==> src/rtl/tlc_pkg.sv <==
// Shared types for the traffic-light command interface: command codes,
// host request modes and the length of the full NORMAL command sequence.
package tlc_pkg;

   typedef enum logic [2:0] {
      CMD_ON         = 3'd0,
      CMD_OFF        = 3'd1,
      CMD_BLINK_Y    = 3'd2,
      CMD_SET_GREEN  = 3'd3,
      CMD_SET_RED    = 3'd4,
      CMD_SET_YELLOW = 3'd5
   } cmd_type_t;

   typedef enum logic [1:0] {
      MODE_OFF    = 2'd0,
      MODE_BLINK  = 2'd1,
      MODE_NORMAL = 2'd2,
      MODE_RSVD   = 2'd3
   } req_mode_t;

   localparam int NORMAL_SEQ_LEN = 5;

endpackage

==> src/rtl/traffic_lights_cmd_gen.sv <==
// Expands one host mode request into the light controller's command sequence.
// Optional TLC_CMD_SKIP_UNCHANGED_EN: skip SET_* commands whose value was already sent.
module traffic_lights_cmd_gen
   import tlc_pkg::*;
#(
   parameter int CMD_GAP = 2,
   parameter int DATA_W  = 16
) (
   input  logic              clk_i,
   input  logic              rst_i,
   input  logic              req_valid_i,
   output logic              req_ready_o,
   input  logic [1:0]        req_mode_i,
   input  logic [DATA_W-1:0] req_green_i,
   input  logic [DATA_W-1:0] req_red_i,
   input  logic [DATA_W-1:0] req_yellow_i,
   output logic [2:0]        cmd_type_o,
   output logic              cmd_valid_o,
   output logic [DATA_W-1:0] cmd_data_o,
   output logic              busy_o,
   output logic              err_o
);

   localparam int GAP_W = (CMD_GAP > 1) ? $clog2(CMD_GAP + 1) : 1;
   localparam logic [2:0] IDX_NONE = 3'(NORMAL_SEQ_LEN);

   typedef enum logic [1:0] {ST_IDLE, ST_ISSUE, ST_GAP} state_t;

   state_t                    state_q;
   req_mode_t                 mode_q, mode_d;
   logic [2:0]                idx_q;
   logic [2:0]                nxt_idx;
   logic [GAP_W-1:0]          gap_q;
   logic [NORMAL_SEQ_LEN-1:0] mask_q, mask_d;
   logic [DATA_W-1:0]         green_q, red_q, yellow_q;
   logic [DATA_W-1:0]         green_d, red_d, yellow_d;
   logic                      err_q, err_d;
   logic                      cmd_valid_q;
   logic [2:0]                cmd_type_q;
   logic [DATA_W-1:0]         cmd_data_q;
   logic                      accept;
`ifdef TLC_CMD_SKIP_UNCHANGED_EN
   logic [DATA_W-1:0]         sh_green_q, sh_red_q, sh_yellow_q;
`endif

   function automatic logic [DATA_W-1:0] clamp_dur(input logic [DATA_W-1:0] v);
      return (v == '0) ? DATA_W'(1) : v;
   endfunction

   function automatic cmd_type_t cmd_at(input req_mode_t m, input logic [2:0] i);
      cmd_type_t c;
      c = CMD_OFF;
      if (m == MODE_BLINK) begin
         c = CMD_BLINK_Y;
      end else if (m == MODE_NORMAL) begin
         case (i)
            3'd0:    c = CMD_BLINK_Y;
            3'd1:    c = CMD_SET_GREEN;
            3'd2:    c = CMD_SET_RED;
            3'd3:    c = CMD_SET_YELLOW;
            default: c = CMD_ON;
         endcase
      end
      return c;
   endfunction

   function automatic logic [DATA_W-1:0] data_at(input logic [2:0] i,
                                                 input logic [DATA_W-1:0] g,
                                                 input logic [DATA_W-1:0] r,
                                                 input logic [DATA_W-1:0] y);
      logic [DATA_W-1:0] d;
      case (i)
         3'd1:    d = g;
         3'd2:    d = r;
         3'd3:    d = y;
         default: d = '0;
      endcase
      return d;
   endfunction

   // Lowest enabled step above i, or IDX_NONE when the sequence is finished.
   function automatic logic [2:0] next_idx(input logic [NORMAL_SEQ_LEN-1:0] m,
                                           input logic [2:0] i);
      logic [2:0] r;
      r = IDX_NONE;
      for (int j = NORMAL_SEQ_LEN - 1; j >= 0; j--) begin
         if (m[j] && (3'(j) > i)) r = 3'(j);
      end
      return r;
   endfunction

   assign accept  = req_valid_i && (state_q == ST_IDLE);
   assign nxt_idx = next_idx(mask_q, idx_q);

   always_comb begin
      mode_d   = MODE_OFF;
      err_d    = err_q;
      mask_d   = NORMAL_SEQ_LEN'(1);
      green_d  = clamp_dur(req_green_i);
      red_d    = clamp_dur(req_red_i);
      yellow_d = clamp_dur(req_yellow_i);
      case (req_mode_i)
         2'd1: mode_d = MODE_BLINK;
         2'd2: begin
            mode_d = MODE_NORMAL;
            mask_d = '1;
            if ((req_green_i == '0) || (req_red_i == '0) || (req_yellow_i == '0))
               err_d = 1'b1;
`ifdef TLC_CMD_SKIP_UNCHANGED_EN
            mask_d[1] = (green_d  != sh_green_q);
            mask_d[2] = (red_d    != sh_red_q);
            mask_d[3] = (yellow_d != sh_yellow_q);
`endif
         end
         2'd3: err_d = 1'b1;
         default: ;
      endcase
   end

   always_ff @(posedge clk_i or posedge rst_i) begin
      if (rst_i) begin
         state_q     <= ST_IDLE;
         mode_q      <= MODE_OFF;
         idx_q       <= '0;
         gap_q       <= '0;
         mask_q      <= '0;
         green_q     <= '0;
         red_q       <= '0;
         yellow_q    <= '0;
         err_q       <= 1'b0;
         cmd_valid_q <= 1'b0;
         cmd_type_q  <= '0;
         cmd_data_q  <= '0;
`ifdef TLC_CMD_SKIP_UNCHANGED_EN
         sh_green_q  <= '0;
         sh_red_q    <= '0;
         sh_yellow_q <= '0;
`endif
      end else begin
         cmd_valid_q <= 1'b0;
         cmd_type_q  <= '0;
         cmd_data_q  <= '0;
         case (state_q)
            ST_IDLE: begin
               if (accept) begin
                  mode_q      <= mode_d;
                  green_q     <= green_d;
                  red_q       <= red_d;
                  yellow_q    <= yellow_d;
                  mask_q      <= mask_d;
                  err_q       <= err_d;
                  idx_q       <= '0;
                  state_q     <= ST_ISSUE;
                  cmd_valid_q <= 1'b1;
                  cmd_type_q  <= cmd_at(mode_d, 3'd0);
               end
            end
            ST_ISSUE: begin
`ifdef TLC_CMD_SKIP_UNCHANGED_EN
               if (mode_q == MODE_NORMAL) begin
                  case (idx_q)
                     3'd1:    sh_green_q  <= green_q;
                     3'd2:    sh_red_q    <= red_q;
                     3'd3:    sh_yellow_q <= yellow_q;
                     default: ;
                  endcase
               end
`endif
               if (nxt_idx == IDX_NONE) begin
                  state_q <= ST_IDLE;
                  idx_q   <= '0;
               end else if (CMD_GAP > 0) begin
                  state_q <= ST_GAP;
                  gap_q   <= GAP_W'(CMD_GAP - 1);
                  idx_q   <= nxt_idx;
               end else begin
                  idx_q       <= nxt_idx;
                  cmd_valid_q <= 1'b1;
                  cmd_type_q  <= cmd_at(mode_q, nxt_idx);
                  cmd_data_q  <= data_at(nxt_idx, green_q, red_q, yellow_q);
               end
            end
            ST_GAP: begin
               if (gap_q == '0) begin
                  state_q     <= ST_ISSUE;
                  cmd_valid_q <= 1'b1;
                  cmd_type_q  <= cmd_at(mode_q, idx_q);
                  cmd_data_q  <= data_at(idx_q, green_q, red_q, yellow_q);
               end else begin
                  gap_q <= gap_q - 1'b1;
               end
            end
            default: state_q <= ST_IDLE;
         endcase
      end
   end

   assign req_ready_o = (state_q == ST_IDLE);
   assign busy_o      = (state_q != ST_IDLE);
   assign cmd_valid_o = cmd_valid_q;
   assign cmd_type_o  = cmd_type_q;
   assign cmd_data_o  = cmd_data_q;
   assign err_o       = err_q;

endmodule

==> config.mk <==
export PLATFORM = sky130hd
export DESIGN_NAME = traffic_lights_cmd_gen
export DESIGN_NICKNAME = d
export VERILOG_FILES = /design/src/rtl/tlc_pkg.sv /design/src/rtl/traffic_lights_cmd_gen.sv
export SDC_FILE = /design/constraint.sdc
export NUM_CORES = 1
export LEC_CHECK = 0
export ABC_AREA = 1
export CORE_UTILIZATION = 51
export CTS_CLUSTER_DIAMETER = 30
export CTS_CLUSTER_SIZE = 30
export DETAILED_ROUTE_END_ITERATION = 10
export PLACE_DENSITY = 0.8
export SLEW_MARGIN = 40
export SYNTH_ARGS = -nofsm -noshare
export SYNTH_HDL_FRONTEND = slang
export SYNTH_SLANG_ARGS = --single-unit
==> constraint.sdc <==
create_clock -name clk_i -period 7.4 [get_ports clk_i]
set_input_delay 1.48 -clock clk_i [delete_from_list [all_inputs] [get_ports clk_i]]
set_output_delay 1.48 -clock clk_i [all_outputs]
set_load 0.005 [all_outputs]
==> results of run 1 <==
registers in the layout (all words and copies together) (netlist names):
name,count
red_q,16
yellow_q,16
cmd_type_o,3
green_q,16
mode_q,2
state_q,2
err_o,1
cmd_data_o,16
idx_q,3
gap_q,2
cmd_valid_o,1
power by group:
group	internal, uW	switching [uW]
registers	577	82.5
clock network	186	151
logic	155	252
total	918	485
final timing paths:
path                                           end  depth (start not counted)  slack, ns                    from
hold / removal             cmd_type_o[2]$_DFF_PP0_                          1       0.47   mode_q[0]$_DFFE_PP0P_
setup / recovery           green_q[11]$_DFFE_PP0P_                          4       4.12             req_valid_i
hold reg to reg            cmd_type_o[2]$_DFF_PP0_                          1       0.47   mode_q[0]$_DFFE_PP0P_
min in group asynchronous     red_q[5]$_DFFE_PP0P_                          3       1.60                   rst_i
setup reg to reg           green_q[11]$_DFFE_PP0P_                          4       5.21  state_q[0]$_DFFE_PP0P_
max in group asynchronous     red_q[9]$_DFFE_PP0P_                          3       5.30                   rst_i
final cells by class:
type                            instances  area, um2  area share
Clock inverter                          5      75.07     0.01685
Multi-Input combinational cell        284       1313      0.2947
Inverter                               34      128.9     0.02893
Tap cell                               77      96.34     0.02163
Clock buffer                           10      127.6     0.02865
Timing Repair Buffer                   76      762.0      0.1711
Sequential cell                        78       1952      0.4382
logic make-up after synthesis:
group | Yosys count
DFF | 78
adders and majority gates | 4
and+or+nand+nor | 227
buffers and inverters | 50
AOI/OAI and AO/OA | 52
muxes | 1
stage by stage:
| stage | power [uW] | worst slack (ns) | utilization |
|---|---|---|---|
| finish | 1403 | 4.116 | 0.6897 |
| global route | 1495 | 3.917 | 0.6897 |
| CTS | 1399 | 4.030 | 0.6887 |
| detailed placement | 1066 | 3.673 | 0.6573 |
| global placement | 1038 | 3.762 | 0.6567 |
| floorplan | 935.9 | 3.925 | - |
critical path, cell delays in order:
cell and delay, ns:
clkdlybuf4s50_1 0.45, nand2_4 0.42, clkinv_2 0.72, o21ai_0 0.43
synthesized netlist by cell type:
cell type    n
mux2i_1      1
nor2_4       2
a31oi_1      1
a21oi_1      6
nand2_1    161
buf_2        7
buf_6        1
o32ai_1      1
a22oi_1      8
dfrtp_1     78
ha_1         4
inv_2        5
nor4_1       1
buf_4        4
o22ai_1      2
inv_1       29
nand2_2      2
clkbuf_1     4
nor2_1      45
nor2_2       2
o211ai_1     3
o21ai_2      1
a21oi_2      8
nand3_1     13
nand2_4      1
a21oi_4      1
o221ai_1     1
o21ai_0     20
routing by layer:
layer | vias up | GRT usage | wire [um]
met5 | - | 0 | 0
met4 | 0 | 0.1063 | 153
met1 | 1417 | 0.3206 | 3452
li1 | 1429 | - | -
met3 | 12 | 0.03933 | 353
met2 | 84 | 0.3821 | 3961
==> results.md, run 1 <==
* Layout Skew at 0.009323 ns
* Synth top area share at 0.5612
* IR drop worst, VDD at 0.0001804 V
* Simple-Gate Fraction of Synth Area at 0.2597
* Final HPWL DP at 5413 um
* Area contributors post-synth: dfrtp_1 (56%), nand2_1 (17%), nor2_1 (4.9%), inv_1 (3.1%), o21ai_0 (2.9%)
* Failing checks: DRC
* Fin crit share at 0.4437
* Final GP Congestion at 0.7936
* Final worst path period need at 3.284 ns
* Post-synthesis sequential area ratio at 0.5612
* Placed cells at 549
* Synth Area in Adders at 0.01439
* Tot GR Track Use at 0.2378
* Setup TNS at 0 ns
* Seq cells post-synth at 78
* CTS tree: yes
* Reg clk slew, reported paths at 0.08 ns
* CTS Hold Bufs at 0
* H-tree depth at 3
* Fin nets at 540
* Most frequent cells in the layout: nand2_1 (161), dfrtp_1 (78), clkdlybuf4s50_1 (75), nor2_1 (45), inv_1 (28)
* Crit path kind: in -> reg
* Post-CTS resize count at 0
* Mux contribution to synthesized area at 0.002878
* Total global routing overflow at 0
* Worst slew pin tran at 0.8107 ns
* Vias at 2942
* Syn Nets at 469
* Mapped Area at 3478 um2
* Cell taking the most area after synthesis: dfrtp_1
* Pleak at 0.002121 uW
* Syn_area_per_cell at 8.443 um2
* RSZ-0062 raised after global routing: false
* Vias/cell at 5.216
* Diodes inserted at 0
* CTS Root Cell: clkbuf_8
* Initial drt markers at 210
* Non-filler cells, final at 564
* CP endpoint kind: flop
* CP max FO at 58
* I/O pin cnt at 76
* PortBufs at 75
* Post-CTS Setup Inserts at 0
* Synth cell types at 28
* Hold Violations, Final at 0
* Status: complete, but fails checks
* Most common cell after layout, fill and taps aside: nand2_1
* Pwr/cell area at 314.9 nW/um2
* Clk buf depth at 2
* TritonRoute pass-1 iters at 8
* Number of global-route vias before repair at 2820
* Fin area at 4454 um2
* First-pass GRT wire length at 13040 um
* Slew Limit Fails at 0
* Cells after Synth at 412
* Die area at 7155 um2
* Drt drc at 5
* Headroom to the max-slew limit at 0.4575
* Placed cell area at 4245 um2
* Yosys Warn Count at 0
* Num CTS Buffers at 9
* Largest net degree at the start of global routing at 79
* Fmax achieved at 304.5 MHz
* Core Area at 6459 um2
* Final setup violation count at 0
* CP startpoint kind: primary input
* Die Ht at 84.59 um
* Fill cells at 553
* Area Growth Syn to Fin at 28.06%
* CP Data Required Time at 7.64 ns
* Post-synthesis xor/xnor area fraction at 0
* Die width at 84.59 um
* Hold Crit Class: reg -> reg
* Max_cap viols at 0
* Clk_lat worst skew at 0.35 ns
* Clock sinks at 78
* WHS at 0.4684 ns
* Main combinational cell family by area after synthesis: simple AND/OR/NAND/NOR gates
* Initial antenna violation count at 0
* Starting density of the core at 0.5386
* Compound-gate portion of the synthesized area at 0.09892
* Worst EP arrival at 3.53 ns
* FP Rows at 29
* Share of cells above drive strength 1 at 0.07803
* Antenna viol nets, final at 0
* Wire per inst at 14.04 um
* Routed WL at 7920 um
Power figures use the tool's default switching activity.
==> run 2, diff against run 1 <==
Settings changed: CORE_UTILIZATION 51 to 46, PLACE_DENSITY 0.8 to 0.77.
Clock period 7.4 ns to 2.7 ns, I/O delays scaled along.
==> results.md, run 2 (synthesis results as in run 1) <==
* RSZ-0062 raised after global routing: false
* Hold Crit Class: reg -> reg
* IR drop worst, VDD at 0.0003809 V
* Switching part of the total at 0.3349
* Die Ht at 88.96 um
* Clock sinks at 78
* Post-CTS Setup Inserts at 0
* Final setup violation count at 0
* Most common cell after layout, fill and taps aside: nand2_1
* Routed WL at 7905 um
* Largest stage delay, worst path at 0.51 ns
* Worst EP arrival at 1.45 ns
* Area Growth Syn to Fin at 30.83%
* Wire per inst at 13.40 um
* CP startpoint kind: flop
* Initial drt markers at 200
* Status: completed
* Internal power at 2627 uW
* WHS at 0.4823 ns
* Slew Limit Fails at 0
* CP Data Required Time at 2.16 ns
* Hold Violations, Final at 0
* Tot GR Track Use at 0.2251
* Number of global-route vias before repair at 2746
* Register Area at 1952 um2
* Clk buf depth at 2
* Headroom to the max-slew limit at 0.6791
* Setup TNS at 0 ns
* CP endpoint kind: output pin
* Fin nets at 543
* I/O pin cnt at 76
* Layout Skew at 0.004543 ns
* Final worst path period need at 1.993 ns
* Area of the multi-input gates at 1308 um2
* Pleak at 0.002152 uW
* Vias/cell at 4.951
* Num CTS Buffers at 9
* Reg clk slew, reported paths at 0.08 ns
* Vias at 2921
* Critical path's slowest cell: clkdlybuf4s50_1
* Crit path kind: reg -> out
* H-tree depth at 3
* Fin crit share at 0.7382
* Initial antenna violation count at 0
* CP max FO at 4
* First-pass GRT wire length at 13100 um
* Worst slew pin tran at 0.4813 ns
* Power Total at 3950 uW
* Die width at 88.96 um
* Sw Pwr at 1323 uW
* Most frequent cells in the layout: nand2_1 (161), dfrtp_1 (78), clkdlybuf4s50_1 (75), nor2_1 (45), inv_1 (28)
* Core Area at 7292 um2
* CTS Hold Bufs at 0
* Clk_lat worst skew at 0.34 ns
* Total global routing overflow at 0
* PortBufs at 75
* Final HPWL DP at 5524 um
* Fmax achieved at 501.7 MHz
* Die area at 7913 um2
* CTS Root Cell: clkbuf_8
* Final GP Congestion at 0.7840
* Pwr/cell area at 868.1 nW/um2
* Sequential Power Share at 0.460
* CTS tree: yes
* Largest net degree at the start of global routing at 79
* Clock Power Share at 0.253
* Share of cells above drive strength 1 at 0.08554
* Post-CTS resize count at 0
* Drt drc at 0
* Share of total power in combinational logic at 0.287
* Max_cap viols at 0
* TritonRoute pass-1 iters at 5
* Crit path cell chain: nor2_2, clkdlybuf4s50_1
* Starting density of the core at 0.4770
* Diodes inserted at 0
* Antenna viol nets, final at 0
* Fill cells at 658
* FP Rows at 31
==> run 2: changes by cell type in the layout (fill, tap and decap cells not counted), sizes merged <==
cell / delta
inv: +1
buf: +3
clkinv: -3
clkbuf: +3
==> run 2: critical path: cells and delay by family (launching register included) <==
kind,cells,cell delay (ns)
flops,1,0.43
buf+inv,1,0.51
simple gates,1,0.17
==> run 2: path summary, 6_finish.rpt <==
check                                        from                        to  slack (ns)  cells after the start
max                        state_q[1]$_DFFE_PP0P_               req_ready_o        0.71                      2
min                          red_q[3]$_DFFE_PP0P_      red_q[3]$_DFFE_PP0P_        0.48                      2
max reg2reg                  idx_q[0]$_DFFE_PP0P_   cmd_data_o[2]$_DFF_PP0_        0.99                      4
min reg2reg                  red_q[3]$_DFFE_PP0P_      red_q[3]$_DFFE_PP0P_        0.48                      2
max in group asynchronous                   rst_i  yellow_q[11]$_DFFE_PP0P_        1.79                      3
min in group asynchronous                   rst_i     mode_q[0]$_DFFE_PP0P_        0.58                      3
==> run 2: power groups by stage <==
stage          sequential (uW)  combinational, uW  clock, uW
5_1_grt                   1860               1310       1060
3_3_place_gp              1810               1080          0
4_1_cts                   1810               1140       1010
2_1_floorplan             1770                799          0
3_5_place_dp              1820               1130          0
6_report                  1820               1140       1000
==> run 2: final cells by class <==
cell class,count,area share
flip-flops and latches,78,0.4289
inverters,34,0.02805
clock buffers,13,0.03712
clock inverters,3,0.01430
repair buffers,79,0.1771
multi-input cells,284,0.2873
well taps,99,0.02722
==> run 2: per-stage QoR <==
stage / instances / setup WS, ns / util / area (um2)
floorplan: 412 / 0.1650 / - / 3478
global route: 590 / 0.6481 / 0.6241 / 4551
detailed placement: 574 / 0.7391 / 0.5920 / 4317
global placement: 574 / 0.7740 / 0.5920 / 4317
CTS: 590 / 0.6966 / 0.6241 / 4551
finish: 590 / 0.7069 / 0.6241 / 4551
==> run 2: routing by layer <==
layer | track usage | vias up | routed length, um
met4 | 0.08225 | 0 | 101
met2 | 0.3748 | 85 | 3852
met5 | 0 | - | 0
met1 | 0.3043 | 1388 | 3578
li1 | - | 1437 | -
met3 | 0.03139 | 11 | 373
